**config.mk**
```make
export PLATFORM = sky130hd
export DESIGN_NAME = pipeline_latealu
export DESIGN_NICKNAME = d
export VERILOG_FILES = /design/src/rtl/pipeline_latealu_pkg.sv /design/src/rtl/pipeline_latealu_muldiv_engine.sv /design/src/rtl/pipeline_latealu.sv
export SDC_FILE = /design/constraint.sdc
export NUM_CORES = 1
export LEC_CHECK = 0
export BUFFER_PORTS_ARGS = -buffer_cell sky130_fd_sc_hd__buf_2
export CORE_AREA = 2 2 211 213
export DETAILED_ROUTE_END_ITERATION = 8
export DIE_AREA = 0 0 213 215
export PLACE_DENSITY = 0.73
export SLEW_MARGIN = 15
export SYNTH_ARGS = -nofsm -noshare
export SYNTH_HDL_FRONTEND = slang
export SYNTH_HIERARCHICAL = 1
export SYNTH_SLANG_ARGS = --single-unit
```
**constraint.sdc**
```tcl
create_clock -name clk -period 5.5 [get_ports clk]
set_clock_uncertainty 0.1 [all_clocks]
set_input_delay 0 -clock clk [delete_from_list [all_inputs] [get_ports clk]]
set_output_delay 0 -clock clk [all_outputs]
set_load 0.02 [all_outputs]
```
**src/rtl/pipeline_latealu_pkg.sv**
```systemverilog
// ---------------------------------------------------------------------------
// pipeline_latealu_pkg
// Shared definitions for the late-ALU stage: late-op codes, exception codes,
// the mul/div engine state type and small op-classification helpers. The ALU
// stage imports the same package so both stages agree on every encoding.
// ---------------------------------------------------------------------------
package pipeline_latealu_pkg;

    // Late-op codes
    localparam logic [5:0] OP_SLL   = 6'b000001;
    localparam logic [5:0] OP_SRL   = 6'b000010;
    localparam logic [5:0] OP_SRA   = 6'b000011;
    localparam logic [5:0] OP_MULT  = 6'b000100;
    localparam logic [5:0] OP_MULTU = 6'b000101;
    localparam logic [5:0] OP_DIV   = 6'b000110;
    localparam logic [5:0] OP_DIVU  = 6'b000111;
    localparam logic [5:0] OP_MFHI  = 6'b001000;
    localparam logic [5:0] OP_MFLO  = 6'b001001;
    localparam logic [5:0] OP_MTHI  = 6'b001010;
    localparam logic [5:0] OP_MTLO  = 6'b001011;

    // Exception codes
    localparam logic [2:0] EXC_NONE     = 3'b000;
    localparam logic [2:0] EXC_BAD_OP   = 3'b001;
    localparam logic [2:0] EXC_OVERFLOW = 3'b010;
    localparam logic [2:0] EXC_SYSCALL  = 3'b011;

    typedef enum logic [1:0] {
        ST_IDLE = 2'd0,
        ST_RUN  = 2'd1,
        ST_FIX  = 2'd2
    } md_state_t;

    // Ops that touch HI/LO or the engine; these must wait for a busy engine.
    function automatic logic is_hilo_op(input logic [5:0] op);
        return (op >= OP_MULT) && (op <= OP_MTLO);
    endfunction

    // Ops that launch the multiply/divide engine.
    function automatic logic is_start_op(input logic [5:0] op);
        return (op >= OP_MULT) && (op <= OP_DIVU);
    endfunction

    // Magnitude of v when treated as signed; unchanged for unsigned ops.
    function automatic logic [31:0] abs32(input logic [31:0] v, input logic use_sign);
        return (use_sign && v[31]) ? -v : v;
    endfunction

endpackage

```
**src/rtl/pipeline_latealu_muldiv_engine.sv**
```systemverilog
// ---------------------------------------------------------------------------
// latealu_muldiv_engine
// Iterative 32-cycle multiply/divide unit that owns the architectural HI/LO
// registers. Signed operands are reduced to magnitudes at start and the sign
// is restored in a single FIX cycle before HI/LO are written.
//
// Ports:
//   clk, rst      clock, synchronous active-high reset
//   start         launch op with operands a, b (only honoured in IDLE)
//   op            late-op code (mult/multu/div/divu)
//   a, b          rs / rt operands
//   mthi_we       write wdata into HI (honoured in IDLE)
//   mtlo_we       write wdata into LO (honoured in IDLE)
//   wdata         data for mthi/mtlo
//   busy          engine is not IDLE
//   hi, lo        architectural HI/LO
// ---------------------------------------------------------------------------
module latealu_muldiv_engine
    import pipeline_latealu_pkg::*;
(
    input  logic        clk,
    input  logic        rst,
    input  logic        start,
    input  logic [5:0]  op,
    input  logic [31:0] a,
    input  logic [31:0] b,
    input  logic        mthi_we,
    input  logic        mtlo_we,
    input  logic [31:0] wdata,
    output logic        busy,
    output logic [31:0] hi,
    output logic [31:0] lo
);

    md_state_t   state;
    logic [4:0]  cnt;
    logic [63:0] acc;       // mul: {partial product, multiplier}; div: {remainder, quotient}
    logic [31:0] operand;   // mul: |multiplicand|; div: |divisor|
    logic        is_mul;
    logic        neg_lo;    // negate product (mul) or quotient (div)
    logic        neg_hi;    // negate remainder (div only)

    logic        op_signed;
    logic        op_mul;
    logic [63:0] acc_step;
    logic [32:0] mul_sum;
    logic [32:0] rem_shift;
    logic [33:0] div_diff;
    logic [63:0] product;
    logic [31:0] fix_hi;
    logic [31:0] fix_lo;

    assign op_signed = (op == OP_MULT) || (op == OP_DIV);
    assign op_mul    = (op == OP_MULT) || (op == OP_MULTU);
    assign busy      = (state != ST_IDLE);

    // One iteration of shift-add multiply or restoring divide.
    always_comb begin
        // NOTE: every always_comb output gets a default first so no path leaves it unassigned and infers a latch.
        acc_step  = acc;
        mul_sum   = '0;
        rem_shift = '0;
        div_diff  = '0;
        if (is_mul) begin
            mul_sum  = {1'b0, acc[63:32]} + (acc[0] ? {1'b0, operand} : 33'd0);
            acc_step = {mul_sum, acc[31:1]};
        end else begin
            rem_shift = {acc[63:32], acc[31]};
            div_diff  = {1'b0, rem_shift} - {2'b00, operand};
            if (!div_diff[33]) acc_step = {div_diff[31:0], acc[30:0], 1'b1};
            else               acc_step = {rem_shift[31:0], acc[30:0], 1'b0};
        end
    end

    // Sign correction applied in FIX.
    always_comb begin
        product = neg_lo ? -acc : acc;
        if (is_mul) begin
            fix_hi = product[63:32];
            fix_lo = product[31:0];
        end else begin
            fix_hi = neg_hi ? -acc[63:32] : acc[63:32];
            fix_lo = neg_lo ? -acc[31:0]  : acc[31:0];
        end
    end

    // NOTE: sequential state uses non-blocking assignments so every register samples pre-edge values.
    always_ff @(posedge clk) begin
        if (rst) begin
            state   <= ST_IDLE;
            cnt     <= '0;
            acc     <= '0;
            operand <= '0;
            is_mul  <= 1'b0;
            neg_lo  <= 1'b0;
            neg_hi  <= 1'b0;
            hi      <= '0;
            lo      <= '0;
        end else begin
            case (state)
                ST_IDLE: begin
                    if (start) begin
                        is_mul <= op_mul;
                        if (!op_mul && (b == 32'd0)) begin
                            // Divide by zero skips iteration; FIX writes HI=a, LO=all ones.
                            acc    <= {a, 32'hFFFF_FFFF};
                            neg_lo <= 1'b0;
                            neg_hi <= 1'b0;
                            state  <= ST_FIX;
                        end else begin
                            cnt    <= '0;
                            neg_lo <= op_signed && (a[31] ^ b[31]);
                            neg_hi <= op_signed && !op_mul && a[31];
                            if (op_mul) begin
                                acc     <= {32'd0, abs32(b, op_signed)};
                                operand <= abs32(a, op_signed);
                            end else begin
                                acc     <= {32'd0, abs32(a, op_signed)};
                                operand <= abs32(b, op_signed);
                            end
                            state <= ST_RUN;
                        end
                    end else begin
                        if (mthi_we) hi <= wdata;
                        if (mtlo_we) lo <= wdata;
                    end
                end
                ST_RUN: begin
                    acc <= acc_step;
                    cnt <= cnt + 5'd1;
                    if (cnt == 5'd31) state <= ST_FIX;
                end
                ST_FIX: begin
                    hi    <= fix_hi;
                    lo    <= fix_lo;
                    state <= ST_IDLE;
                end
                default: state <= ST_IDLE;
            endcase
        end
    end

endmodule

```
**src/rtl/pipeline_latealu.sv**
```systemverilog
// ---------------------------------------------------------------------------
// pipeline_latealu
// Late-ALU pipeline stage: single-cycle barrel shifts, HI/LO moves and the
// launch of the background multiply/divide engine. Stalls only when a HI/LO
// op meets a busy engine; the stalled cycle retires a bubble.
//
// Ports:
//   clk, rst          clock, synchronous active-high reset
//   latealu_enable    late op requested
//   latealu_op        late-op code
//   latealu_a0        shift source / rs operand
//   latealu_a1        shift amount [4:0] / rt operand
//   rd_index_in       destination from ALU stage
//   rd_value_in       early result from ALU stage
//   exception_in      exception code from ALU stage
//   rd_index          registered destination (0 = no write)
//   rd_value          registered result
//   exception         registered exception code
//   stall             combinational; upstream holds inputs while high
//   muldiv_busy       engine running
// ---------------------------------------------------------------------------
module pipeline_latealu
    import pipeline_latealu_pkg::*;
(
    input  logic        clk,
    input  logic        rst,
    input  logic        latealu_enable,
    input  logic [5:0]  latealu_op,
    input  logic [31:0] latealu_a0,
    input  logic [31:0] latealu_a1,
    input  logic [4:0]  rd_index_in,
    input  logic [31:0] rd_value_in,
    input  logic [2:0]  exception_in,
    output logic [4:0]  rd_index,
    output logic [31:0] rd_value,
    output logic [2:0]  exception,
    output logic        stall,
    output logic        muldiv_busy
);

    logic [31:0] hi;
    logic [31:0] lo;
    logic        exec;      // enabled, exception-free and not stalled: side effects allowed
    logic        md_start;
    logic        mthi_we;
    logic        mtlo_we;
    logic [4:0]  shamt;
    logic [4:0]  next_index;
    logic [31:0] next_value;
    logic [2:0]  next_exc;

    assign stall    = latealu_enable && muldiv_busy && is_hilo_op(latealu_op);
    assign exec     = latealu_enable && (exception_in == EXC_NONE) && !stall;
    assign md_start = exec && is_start_op(latealu_op);
    assign mthi_we  = exec && (latealu_op == OP_MTHI);
    assign mtlo_we  = exec && (latealu_op == OP_MTLO);
    assign shamt    = latealu_a1[4:0];

    latealu_muldiv_engine u_engine (
        .clk     (clk),
        .rst     (rst),
        .start   (md_start),
        .op      (latealu_op),
        .a       (latealu_a0),
        .b       (latealu_a1),
        .mthi_we (mthi_we),
        .mtlo_we (mtlo_we),
        .wdata   (latealu_a0),
        .busy    (muldiv_busy),
        .hi      (hi),
        .lo      (lo)
    );

    always_comb begin
        next_index = rd_index_in;
        next_value = rd_value_in;
        next_exc   = exception_in;
        if (stall) begin
            next_index = '0;
            next_value = '0;
            next_exc   = EXC_NONE;
        end else if (latealu_enable) begin
            if (exception_in != EXC_NONE) begin
                next_index = '0;
            end else begin
                case (latealu_op)
                    OP_SLL:  next_value = latealu_a0 << shamt;
                    OP_SRL:  next_value = latealu_a0 >> shamt;
                    OP_SRA:  next_value = $unsigned($signed(latealu_a0) >>> shamt);
                    OP_MFHI: next_value = hi;
                    OP_MFLO: next_value = lo;
                    OP_MULT, OP_MULTU, OP_DIV, OP_DIVU, OP_MTHI, OP_MTLO: begin
                        next_index = '0;
                        next_value = '0;
                    end
                    default: begin
                        next_index = '0;
                        next_value = '0;
                        next_exc   = EXC_BAD_OP;
                    end
                endcase
            end
        end
    end

    always_ff @(posedge clk) begin
        if (rst) begin
            rd_index  <= '0;
            rd_value  <= '0;
            exception <= EXC_NONE;
        end else begin
            rd_index  <= next_index;
            rd_value  <= next_value;
            exception <= next_exc;
        end
    end

endmodule
```
**Word level (Yosys, flattened, before mapping)**

Index checks and enable logic that the tools add are counted.

- Register bits after elaboration: 210
- Bits in latches: 0
- RAM bits: 0
- Memory bits (read-only): 0
- Input port bits: 113
- Output and inout port bits: 42
- Logic and storage cells: 123
- Memories kept: 0

- Add/sub/neg operators: 8
- $mul: 0
- Divide/modulo/power cells: 0
- Order comparisons: 3
- Equal/unequal tests: 20
- Shifts and indexed selects: 3
- Multiplexer cells: 39
- Bitwise gates (word level): 2
- Reductions and logical operators: 36

Operators with widths:

| operator | count |
|---|---|
| $mux W32 | 15 |
| $mux W64 | 5 |
| $pmux W32 S5 | 1 |
| $neg A32 Y32 | 4 |
| $pmux W32 S2 | 2 |
| $pmux W64 S2 | 1 |
| $neg A64 Y64 | 1 |
| $sub A33 B32 Y34 | 1 |
| $add A32 B33 Y33 | 1 |
| $logic_not A32 Y1 | 1 |
| $shl A32 B5 Y32 | 1 |
| $shr A32 B5 Y32 | 1 |
| $sshr A32 B5 Y32 | 1 |
| $mux W5 | 5 |
| $eq A6 B3 Y1 const B | 4 |
| $eq A6 B4 Y1 const B | 4 |
| $logic_and A1 B1 Y1 | 15 |
| $eq A6 B2 Y1 const B | 2 |
| $reduce_and A3 Y1 | 4 |
| $reduce_or A11 Y1 | 1 |
| $ne A2 B2 Y1 const B | 5 |
| $pmux W5 S2 | 1 |
| $mux W3 | 3 |
| $eq A6 B1 Y1 const B | 1 |
| 22 further kinds | 31 |

**Depth between registers and ports, before layout**

- Depth in word-level cells: 9
- Gate-level depth with buffers: 14

**Modules after synthesis**

Netlist, hierarchy kept.

Modules (own cells, without submodules):

| module | times used | cells each | area each (um^2) | sequential area each (um^2) |
|---|---|---|---|---|
| latealu_muldiv_engine | 1 | 2014 | 14849.2 | 3403.3 |
| pipeline_latealu | 1 | 783 | 6727.7 | 800.8 |

**Least setup slack after synthesis**

Ideal clock, no wire load.

- Path type: register to register
- Start: reg u_engine.acc[0]
- End: reg u_engine.acc[60]
- Library setup time: 0.122 ns
- Arrival time: 2.989 ns
- Path slack: 2.289 ns
- Cell stages (with the launch flop): 14
- Period minus slack after synthesis: 3.211 ns
- Cell sequence: dfxtp_1 -> clkinv_1 -> clkbuf_1 -> nor2_1 -> ha_1 -> nand4_1 -> or3_1 -> a2111o_1 -> and2_1 -> o21ai_1 -> a41o_1 -> xor2_1 -> a211oi_1 -> a21oi_1

- Cells in the longest elaborated chain, start to end: 4

Ends and longest elaborated chain:

| item | line | RTL |
|---|---|---|
| start, declared | pipeline_latealu_muldiv_engine.sv:37 | `logic [63:0] acc;` |
| start signal, assigned | pipeline_latealu_muldiv_engine.sv:106 | `acc <= {a, 32'hFFFF_FFFF};` |
| start signal, assigned | pipeline_latealu_muldiv_engine.sv:115 | `acc <= {32'd0, abs32(b, op_signed)};` |
| start signal, assigned | pipeline_latealu_muldiv_engine.sv:118 | `acc <= {32'd0, abs32(a, op_signed)};` |
| $mux W32 | pipeline_latealu_muldiv_engine.sv:65 | `mul_sum = {1'b0, acc[63:32]} + (acc[0] ? {1'b0, operand} : 33'd0);` |
| $add A32 B33 Y33 | pipeline_latealu_muldiv_engine.sv:65 |  |
| $mux W64 | pipeline_latealu_muldiv_engine.sv:64 | `if (is_mul) begin` |
| $pmux W64 S2 | pipeline_latealu_muldiv_engine.sv:100 | `case (state)` |

No other way between the ends.
A chain may end at the register's enable or synchronous reset.

**Worst setup path in the final report**

- Start: in exception_in[0]
- End: reg u_engine.acc[27]

- Cells in the longest elaborated chain, start to end: 6

Ends and longest elaborated chain:

| item | line | RTL |
|---|---|---|
| start, declared | pipeline_latealu.sv:33 | `input logic [2:0] exception_in,` |
| $logic_not A3 Y1 | pipeline_latealu.sv:53 | `assign exec = latealu_enable && (exception_in == EXC_NONE) && !stall;` |
| $logic_and A1 B1 Y1 (2 in a row) | pipeline_latealu.sv:53 |  |
| $logic_and A1 B1 Y1 | pipeline_latealu.sv:54 | `assign md_start = exec && is_start_op(latealu_op);` |
| named net md_start | pipeline_latealu.sv:44 | `logic md_start;` |
| $ne A2 B2 Y1 (no source line) | n/a |  |
| $reduce_and A2 Y1 (no source line) | n/a |  |
| end signal, assigned | pipeline_latealu_muldiv_engine.sv:115 |  |
| end signal, assigned | pipeline_latealu_muldiv_engine.sv:118 |  |
| end signal, assigned | pipeline_latealu_muldiv_engine.sv:129 | `acc <= acc_step;` |

The timed path passes the listed nets, and every way through them passes these cells.

==> flow_summary.toml <==
[synth]
synth_ff_type = "dfxtp_1"
synth_cell_types = 103
ys_ff_latch = 210
synth_area_mm2 = 0.0216
synth_nets = 2982
ys_seq_area_frac = 0.195
synth-edff-count = 0
syn_area_per_cell_um2 = 7.71
yosysWarnings = 6
synthCells = 2797
ys_async_sr_fraction = 0

[clock_tree]
cts_tree = "built"
clkLatencyLatePin_ps = 580
cts_buffers = 26
root_buffer = "clkbuf_16"
clkTransAtPathRegs_ps = 60
clock_path_buffers = 3
clkSinkCount = 210
cts.htree.levels = 1
cts-resized-gates = 0

[worst_setup_path]
rr_startpoint = "u_engine/state[1]"
startpoint = "exception_in[0]"
rrSetupSlack_ps = 1250
crit_path_frequent_cell = "nor2_1"
endpoint = "u_engine/acc[27]"
reg2regPathDepth = 12
arrival_ps = 4630
path_class = "in2reg"
crit_path_end_kind = "flip-flop"
r2r_end = "u_engine/acc[27]"
crit_fanout = 27
cpMaxStageDelayCell = "or4b_2"
worstPathRequired_ps = 5860
critPathLaunchType = "input port"
slowest_delay_ps = 1010
worstPathCellList = "dlygate4sd3_1 -> buf_2 -> or4b_2 -> nor2_1 -> and4b_1 -> nor2_1 -> or2_0 -> nor2_1 -> nand2_1 -> nor2_1 -> a21oi_1 -> dlygate4sd3_1"

[timing]
fin_crit_ps = 4270
hold_violations = 0
rsz0062_at_grt = "no"
worst_slew_pin_slew_ps = 1190
slew_violations = 0
max_freq_mhz = 234
setup_ws_ps = 1230
min_period_over_period = 0.777
timing.setup.tns_ps = 0
fin_hold_ws_ps = 54.1
final-setup-viol-count = 0
relSlewSlack = 0.199

[place]
place_congestion = 1.05
place_hpwl_um = 71000
place_ws_ps = 1490
numPortBuffers = 154

[detailed_routing]
via_per_inst = 6.88
drtAntennaViolNets = 0
first_iter_violations = 3646
firstDrtPassIters = 8
via_count = 24200
routed_wl_um = 99800
drcViolationCount = 0
wl_per_cell_um = 28.4

[finish]
final_common_cell = "nor2_1"
most-common-layout-cells = "nor2_1, nand2_1, a21oi_1, dfxtp_1, mux2i_1"
syn_to_final_growth_pct = 12.8
ff_latch_area_mm2 = 0.00421
n_antenna_cell = 0
finalCoreUtilization = 0.558
drive_gt1_frac = 0.132
nNetsFinal = 3090
multi_input_area_mm2 = 0.0161
fillers = 4133

[power]
seqPwrFrac = 0.267
power.share.clock = 0.256
peakVddDrop_mv = 0.243
p_per_area_mw_per_mm2 = 266
p_int_uw = 3700
p_switching_uw = 2780
p_leak_uw = 0.00941
power_frac_comb = 0.478
switching_share = 0.429

[die]
die-area_mm2 = 0.0458
die_w_um = 213
rows = 77
core_area_mm2 = 0.0436
ioPinCount = 155
die_h_um = 215
start_util = 0.494

[status]
outcome = "finished clean"

[min_path]
worstHoldPathType = "in2reg"

[global_routing]
grt_overflow = 0
track_usage = 0.423
antenna_found_initial = 4
grt_max_degree = 69
first_global_vias = 22600
grt_pass1_wl_um = 146000

[flow_run]
cap_violations = 0
power by group through the flow:
stage	clock network (uW)	logic (uW)	registers, uW
detailed placement	0	2900	1750
global placement	0	2870	1750
floorplan	0	2100	1710
finish	1660	3100	1730
CTS	1660	2980	1720
global route	1720	3310	1730
flip-flops by register name, indices dropped and copies added, names as in the netlist:
signal            cells
u_engine/neg_hi       1
u_engine/operand     32
u_engine/acc         64
rd_value             32
u_engine/hi          32
u_engine/lo          32
u_engine/state        2
u_engine/neg_lo       1
exception             3
u_engine/is_mul       1
u_engine/cnt          5
rd_index              5
synthesized netlist by cell type (10+ instances only):
cell	number	area share
a221oi_1	18	0.0073
or4_1	10	0.0035
mux2i_1	190	0.088
xor2_1	61	0.025
mux4_1	14	0.017
a221o_1	11	0.0051
o31ai_1	29	0.010
o21a_1	12	0.0042
buf_2	39	0.0090
nor4_1	29	0.0084
clkbuf_1	142	0.025
nand3_1	56	0.013
dfxtp_1	210	0.19
xnor2_1	107	0.043
and2_1	29	0.0084
nor2b_1	17	0.0049
mux4_2	48	0.050
nand2_1	281	0.049
o21ai_0	136	0.032
buf_1	26	0.0045
a31oi_1	13	0.0038
a22oi_1	12	0.0042
nor2_1	300	0.052
a311oi_1	13	0.0053
nor3_1	65	0.015
a211o_1	10	0.0041
o41ai_1	19	0.0077
ha_1	70	0.041
and3_1	17	0.0049
or3_1	22	0.0064
buf_6	11	0.0057
nand4_1	18	0.0052
inv_1	61	0.011
a211oi_1	95	0.033
o211ai_1	37	0.013
a21oi_1	257	0.060
o22ai_1	35	0.010
mux2_2	46	0.024
nand2b_1	28	0.0081
a21o_1	26	0.0090
cell families (layout without fill, tap and decap cells):
| group | Yosys count | in the layout | synth area share |
|---|---|---|---|
| adders and majority gates | 72 | 72 | 0.0424 |
| AOI/OAI and AO/OA | 825 | 825 | 0.252 |
| DFF | 210 | 210 | 0.195 |
| xor gates and xnor gates | 168 | 168 | 0.0682 |
| buffers and inverters | 295 | 421 | 0.0603 |
| muxes | 298 | 298 | 0.179 |
| and+or+nand+nor | 929 | 929 | 0.203 |
routing by layer:
metal	wire (um)	vias to the layer above	global-route usage
li1	-	10600	-
met4	9100	4	0.317
met2	42500	1728	0.634
met1	37200	11400	0.534
met3	10900	412	0.0849
met5	26	-	0
repair_timing:
action	in CTS	in global routing
hold endpoints to repair	158	0
buffers inserted	0	0
hold buffers	108	0
cell type report:
class | count | area share
clock buffer | 37 | 0.0301
clock inverter | 9 | 0.00293
inverter | 65 | 0.0100
multi-input combinational | 2292 | 0.662
sequential | 210 | 0.173
tap | 592 | 0.0304
timing repair buffer | 310 | 0.0921
through the flow:
stage	total power [uW]	instances	cell area, um^2
2_1_floorplan	3800	2797	21600
3_3_place_gp	4620	3361	22500
3_5_place_dp	4660	3361	22500
4_1_cts	6360	3515	24300
5_1_grt	6760	3515	24300
6_report	6480	3515	24300
critical path, delay by kind of cell:
kind	cells	cell delay, ps
simple gates	8	3180
compound gates	1	140
buf+inv	3	1290
how the worst min path moves through the flow:
| stage | startpoint | end | slack [ps] | cells past startpoint |
|---|---|---|---|---|
| final | latealu_a0[20] | u_engine/hi[20] | 50 | 5 |
| after floorplan | rd_value_in[16] | rd_value[16] | 9 | 2 |
| after global placement | rd_value_in[4] | rd_value[4] | 100 | 3 |
| after global routing | latealu_a0[7] | u_engine/lo[7] | 70 | 3 |
| after CTS | latealu_a0[20] | u_engine/hi[20] | 5 | 5 |
| after detailed placement | rd_value_in[3] | rd_value[3] | 100 | 3 |
Note: power is estimated with default switching activity, not from simulation.
